==> src/rtl/lza_norm_pipe.sv <==
// Two-stage leading-one encoder and normalizing shifter with one-bit LZA correction and exponent adjust.
// Latency 2 cycles; valid/ready on both sides, holds up to 2 beats under backpressure, in_ready combinational.
module lza_norm_pipe #(
    parameter int MW = 27,
    parameter int EW = 8,
    parameter int CW = 5
) (
    input  logic          clk,
    input  logic          rst,
    input  logic          in_valid,
    output logic          in_ready,
    input  logic [MW-1:0] lza_e,
    input  logic [MW-1:0] sum_in,
    input  logic [EW-1:0] exp_in,
    output logic          out_valid,
    input  logic          out_ready,
    output logic [MW-1:0] mant_out,
    output logic [EW-1:0] exp_out,
    output logic [CW-1:0] lz_out,
    output logic          zero_out,
    output logic          uflow_out
);

    logic          en1, en2;
    logic          v1_q, v1_d, v2_q, v2_d;
    logic [CW-1:0] lzp_q, lzp_d;
    logic [MW-1:0] sum1_q, sum1_d;
    logic [EW-1:0] exp1_q, exp1_d;
    logic          zero1_q, zero1_d;
    logic [MW-1:0] mant_q, mant_d;
    logic [EW-1:0] exp2_q, exp2_d;
    logic [CW-1:0] lz_q, lz_d;
    logic          zero2_q, zero2_d;
    logic          uflow_q, uflow_d;

    logic [CW-1:0] lz_enc;
    logic [MW-1:0] sh;
    logic [CW:0]   lz_inc;
    logic [CW-1:0] lz_fix;
    logic [EW:0]   ediff;

    assign en2      = !v2_q || out_ready;
    assign en1      = !v1_q || en2;
    assign in_ready = en1;

    // Bit 0 is excluded from the scan, so an indicator without it still lands on MW-1.
    always_comb begin
        lz_enc = CW'(MW - 1);
        for (int i = 1; i < MW; i++) begin
            if (lza_e[i]) lz_enc = CW'(MW - 1 - i);
        end
    end

    always_comb begin
        v1_d    = en1 ? in_valid : v1_q;
        lzp_d   = lzp_q;
        sum1_d  = sum1_q;
        exp1_d  = exp1_q;
        zero1_d = zero1_q;
        if (en1 && in_valid) begin
            lzp_d   = lz_enc;
            sum1_d  = sum_in;
            exp1_d  = exp_in;
            zero1_d = (sum_in == '0);
        end
    end

    always_comb begin
        sh     = sum1_q << lzp_q;
        lz_inc = {1'b0, lzp_q} + (CW+1)'(1);
        lz_fix = lzp_q;
        if (zero1_q) begin
            lz_fix = '0;
        end else if (!sh[MW-1]) begin
            lz_fix = (lz_inc > (CW+1)'(MW - 1)) ? CW'(MW - 1) : lz_inc[CW-1:0];
        end
        ediff = {1'b0, exp1_q} - {{(EW+1-CW){1'b0}}, lz_fix};
    end

    always_comb begin
        v2_d    = en2 ? v1_q : v2_q;
        mant_d  = mant_q;
        exp2_d  = exp2_q;
        lz_d    = lz_q;
        zero2_d = zero2_q;
        uflow_d = uflow_q;
        if (en2 && v1_q) begin
            lz_d    = lz_fix;
            zero2_d = zero1_q;
            if (zero1_q) begin
                mant_d  = '0;
                exp2_d  = '0;
                uflow_d = 1'b0;
            end else begin
                mant_d  = sh[MW-1] ? sh : (sh << 1);
                uflow_d = ediff[EW];
                exp2_d  = ediff[EW] ? '0 : ediff[EW-1:0];
            end
        end
    end

    always_ff @(posedge clk or posedge rst) begin
        if (rst) begin
            v1_q    <= 1'b0;
            v2_q    <= 1'b0;
            lzp_q   <= '0;
            sum1_q  <= '0;
            exp1_q  <= '0;
            zero1_q <= 1'b0;
            mant_q  <= '0;
            exp2_q  <= '0;
            lz_q    <= '0;
            zero2_q <= 1'b0;
            uflow_q <= 1'b0;
        end else begin
            v1_q    <= v1_d;
            v2_q    <= v2_d;
            lzp_q   <= lzp_d;
            sum1_q  <= sum1_d;
            exp1_q  <= exp1_d;
            zero1_q <= zero1_d;
            mant_q  <= mant_d;
            exp2_q  <= exp2_d;
            lz_q    <= lz_d;
            zero2_q <= zero2_d;
            uflow_q <= uflow_d;
        end
    end

    assign out_valid = v2_q;
    assign mant_out  = mant_q;
    assign exp_out   = exp2_q;
    assign lz_out    = lz_q;
    assign zero_out  = zero2_q;
    assign uflow_out = uflow_q;

endmodule

==> config.mk <==
export PLATFORM = sky130hd
export DESIGN_NAME = lza_norm_pipe
export DESIGN_NICKNAME = d
export VERILOG_FILES = /design/src/rtl/lza_norm_pipe.sv
export SDC_FILE = /design/constraint.sdc
export NUM_CORES = 1
export LEC_CHECK = 0
export CORE_MARGIN = 1
export CORE_UTILIZATION = 57
export CTS_BUF_LIST = sky130_fd_sc_hd__clkbuf_8 sky130_fd_sc_hd__clkbuf_16
export DETAILED_ROUTE_END_ITERATION = 6
export PLACE_DENSITY_LB_ADDON = 0.1
export SLEW_MARGIN = 20
export SYNTH_ARGS = -nofsm -noshare
export SYNTH_HDL_FRONTEND = slang
export SYNTH_SLANG_ARGS = --single-unit
==> constraint.sdc <==
create_clock -name clk -period 8 [get_ports clk]
set_input_delay 1.6 -clock clk [delete_from_list [all_inputs] [get_ports clk]]
set_output_delay 1.6 -clock clk [all_outputs]
set_load 0.02 [all_outputs]
==> reports/summary.md <==
The post-detailed-route wirelength per cell was 17.84 µm. In the synthesized netlist the dominant register cell turns out to be sky130_fd_sc_hd__dfrtp_1. Entering global routing, the biggest net connects 86 pins. For this run, global-route usage on met2 was measured as 55.64%. The adder and majority gate portion of the synthesized area works out to 1.944%. In this run, synthesis produced a sequential element count of 85.

STA classifies the critical path endpoint as a flip-flop. The synthesized netlist devotes 20.59% of its cell area to simple gates. For the number of distinct standard cells referenced by the synthesized netlist, the log shows 59. TritonCTS built the clock tree. Along the worst path, the maximum fanout reaches 44.

The combinational family with the most area after synthesis is simple AND/OR/NAND/NOR gates. The number of slew-limit violations in the final report is 0. The critical path in this run is classified as reg -> reg. The share of the Yosys chip area taken by registers is 38.42%. Setup repair after global routing left no endpoint under its margin. The synthesized design contains 0 enable-type register cells. The cell count after synthesis came out at 629.

STA classifies the critical path startpoint as a flip-flop. 110 I/O pins were placed. Averaged over all synthesized cells, the footprint is 8.802 µm².

In this run the deepest clock path goes through 2 buffers. The number of buffers added for setup after CTS was 0. The most common cell in the synthesized netlist is sky130_fd_sc_hd__nand2_1. The count of buffers added on input and output ports is 108.

For this run, the top clock speed supported by timing is 0.1895 GHz. Setup violations remaining at the end of the flow were counted as 0. The share of synthesized area in the top cell type comes to 38.42%. Summing over every cut layer, the via total after detailed routing is 5113. The weighted congestion at the end of routability-driven global placement was 0.9291.

The sum of routed wire length over all layers is 15.16 mm, and the final worst-path cycle share is 65.95%. Hold violation total from the final report: 0. Clock-pin slew was measured on the worst setup and hold paths at 0.10 ns. The met3 track demand over resource in global routing came out at 3.953%. Between clock sinks in the finished design, the worst skew comes to 0.01244 ns. Summed over all cells, the static leakage comes to 3.008 nW. For the number of DRC violations after detailed routing, the log shows 0.

In this run the most used layer during global routing was met2. The run finished with clean final reports. Cells with a size suffix above 1 make up 9.293% of the layout. In the synthesized netlist the async set-or-reset flop fraction comes to 100.0%. Across all hold checks on the routed design, the worst slack comes to 0.4859 ns.

Wire length of the first global-routing pass: 24.87 mm. The synthesized netlist devotes 17.36% of its cell area to compound gates. The path class of the tightest hold or removal check is reg -> reg.

The run gives 30.64% as the worst relative slew slack. The die is 100.6 µm tall. For this design the ratio of total power to cell area is 256.9 nW/µm². The required time of the worst setup path came out at 8.25 ns. The via count of the first global-routing pass was 4940; the area growth from synthesis to final layout was 23.98%. The tools report the met1 track demand over resource in global routing as 41.56%. The final standard cell utilization of the core was 73.59%; the number of warnings printed during yosys synthesis was 0.

After clock tree synthesis, the flow added hold-fix buffers numbering 0. Root buffer selected by CTS: sky130_fd_sc_hd__clkbuf_8. The placement row count was 35; the horizontal extent of the die was 100.6 µm.

The setup TNS was 0 ns. Cell taking the most area after synthesis: sky130_fd_sc_hd__dfrtp_1. The initial antenna violation count is 0. For the CTS H-tree depth, the log shows 3. The post-layout minimum cycle time was 5.276 ns; the area of the placeable core was 9328 µm².

The tools report the clock insertion delay at the later pin of the skew report as 0.36 ns. 0 antenna diodes ended up in the layout. Share of synthesized area spent on multiplexers: 15.98%. The xor-xnor portion of the synthesized cell area works out to 0.9492%. Ranked by total cell area, the synthesized netlist is headed by sky130_fd_sc_hd__dfrtp_1 (38%), sky130_fd_sc_hd__nand2_1 (10%), sky130_fd_sc_hd__mux2i_1 (7.2%).

By count the netlist is led by sky130_fd_sc_hd__nand2_1 (151), sky130_fd_sc_hd__dfrtp_1 (85), sky130_fd_sc_hd__nor2_1 (42), sky130_fd_sc_hd__mux2i_1 (40), sky130_fd_sc_hd__o21ai_0 (30). The tools report the number of detailed-routing iterations run before antenna repair as 5. Area of the die: 10110 µm². For the synthesized cell area, the log shows 5537 µm².

The via count normalized by instance count was 6.015; the post-detailed-placement half-perimeter wirelength was 11.24 mm. The initial utilization of the core area, before any placement, comes to 59.36%. Once detail routing completed, the nets flagged for antenna violations numbered 0.

The tool flagged a number of max-cap violations equal to 0. Post-CTS repair changed the size of 0 cells. The remaining global-route overflow was 0. The tools report the worst ir drop on vdd as 0.1130 mV. For this block, the initial DRC count from the detailed router was 331.

The combined global-route utilization of all metal layers was 31.80%. Data arrives at the worst endpoint at 5.53 ns. Clock tree synthesis found a total of 85 sinks.

Counting every net in the synthesized netlist gives 703. CTS buffer count: 9. The transition time of the tightest slew-check pin was 1.040 ns.

The final layout contains 790 nets.
-- final cells by class --
cell class	count	area [µm²]
inverter	19	72.57
clock inverter	7	102.6
tap	129	161.4
fill	710	2464
sequential	85	2128
multi-input combinational	487	3146
timing repair buffer	114	1130
clock buffer	9	123.9
-- placed cells by master (no fill, tap or decap), drive strengths merged, types with 9 or more instances in the layout --
cell type        n
inv             21
mux2i           40
mux2            19
o21ai           36
a22o            25
nor2            42
nand2b          10
dfrtp           85
nor4            12
mux4            12
o22ai            9
nand3            9
clkbuf           9
clkdlybuf4s50  108
nand2          151
a21oi           23
-- final timing paths --
| kind | from | end | slack (ns) | depth (start not counted) |
|---|---|---|---|---|
| max | lzp_q[1] | exp_out[4] | 2.72 | 14 |
| min in group asynchronous | rst | out_valid | 1.76 | 3 |
| max reg2reg | lzp_q[1] | exp_out[4] | 2.72 | 14 |
| max in group asynchronous | rst | lzp_q[1] | 5.71 | 3 |
| min | v1_q | out_valid | 0.49 | 1 |
| min reg2reg | v1_q | out_valid | 0.49 | 1 |
-- metrics by stage --
stage	instances	area, µm²	total power, W	setup slack (ns)
floorplan	629	5537	0.001104	3.968
global placement	834	6634	0.001379	2.948
CTS	850	6860	0.001761	2.804
finish	850	6864	0.001763	2.724
global route	850	6864	0.001859	2.450
detailed placement	834	6634	0.001413	2.802
-- worst max-delay path, stage by stage, from the launching register on --
cell	delay [ns]
sky130_fd_sc_hd__dfrtp_2	1.04
sky130_fd_sc_hd__mux2i_1	0.32
sky130_fd_sc_hd__mux4_2	0.62
sky130_fd_sc_hd__mux4_2	0.79
sky130_fd_sc_hd__nand3_1	0.18
sky130_fd_sc_hd__o21ai_0	0.15
sky130_fd_sc_hd__or2_2	0.38
sky130_fd_sc_hd__fa_1	0.44
sky130_fd_sc_hd__nand2_1	0.09
sky130_fd_sc_hd__nand2_1	0.05
sky130_fd_sc_hd__a21oi_1	0.21
sky130_fd_sc_hd__nor2b_1	0.09
sky130_fd_sc_hd__nor3_1	0.38
sky130_fd_sc_hd__nor2_1	0.20
sky130_fd_sc_hd__a22o_1	0.23
-- layer usage --
layer | vias up | routed length, µm
met1 | 2467 | 6563
li1 | 2422 | -
met5 | - | 0
met3 | 27 | 689
met4 | 0 | 281
met2 | 197 | 7627
-- power breakdown --
| part | internal (W) | switching, W |
|---|---|---|
| Combinational | 0.000378 | 0.000414 |
| Sequential | 0.000530 | 0.0000892 |
| Clock | 0.000180 | 0.000172 |
-- cells by family (layout without fill, tap and decap cells) --
logic type	count (synthesis)	count (layout)
AND/OR/NAND/NOR	261	261
AO/OA/AOI/OAI	141	141
adder cells (fa/ha/maj)	8	8
flip-flops	85	85
multiplexers	71	71
XOR/XNOR	6	6
buffers and inverters	57	149
-- sequential cells by signal, summed over array words and instances, names as in the netlist, 5 cells and up --
signal / cells
lz_out: 5
lzp_q: 5
exp1_q: 8
sum1_q: 27
mant_out: 27
exp_out: 8
Power figures use the tool's default switching activity.
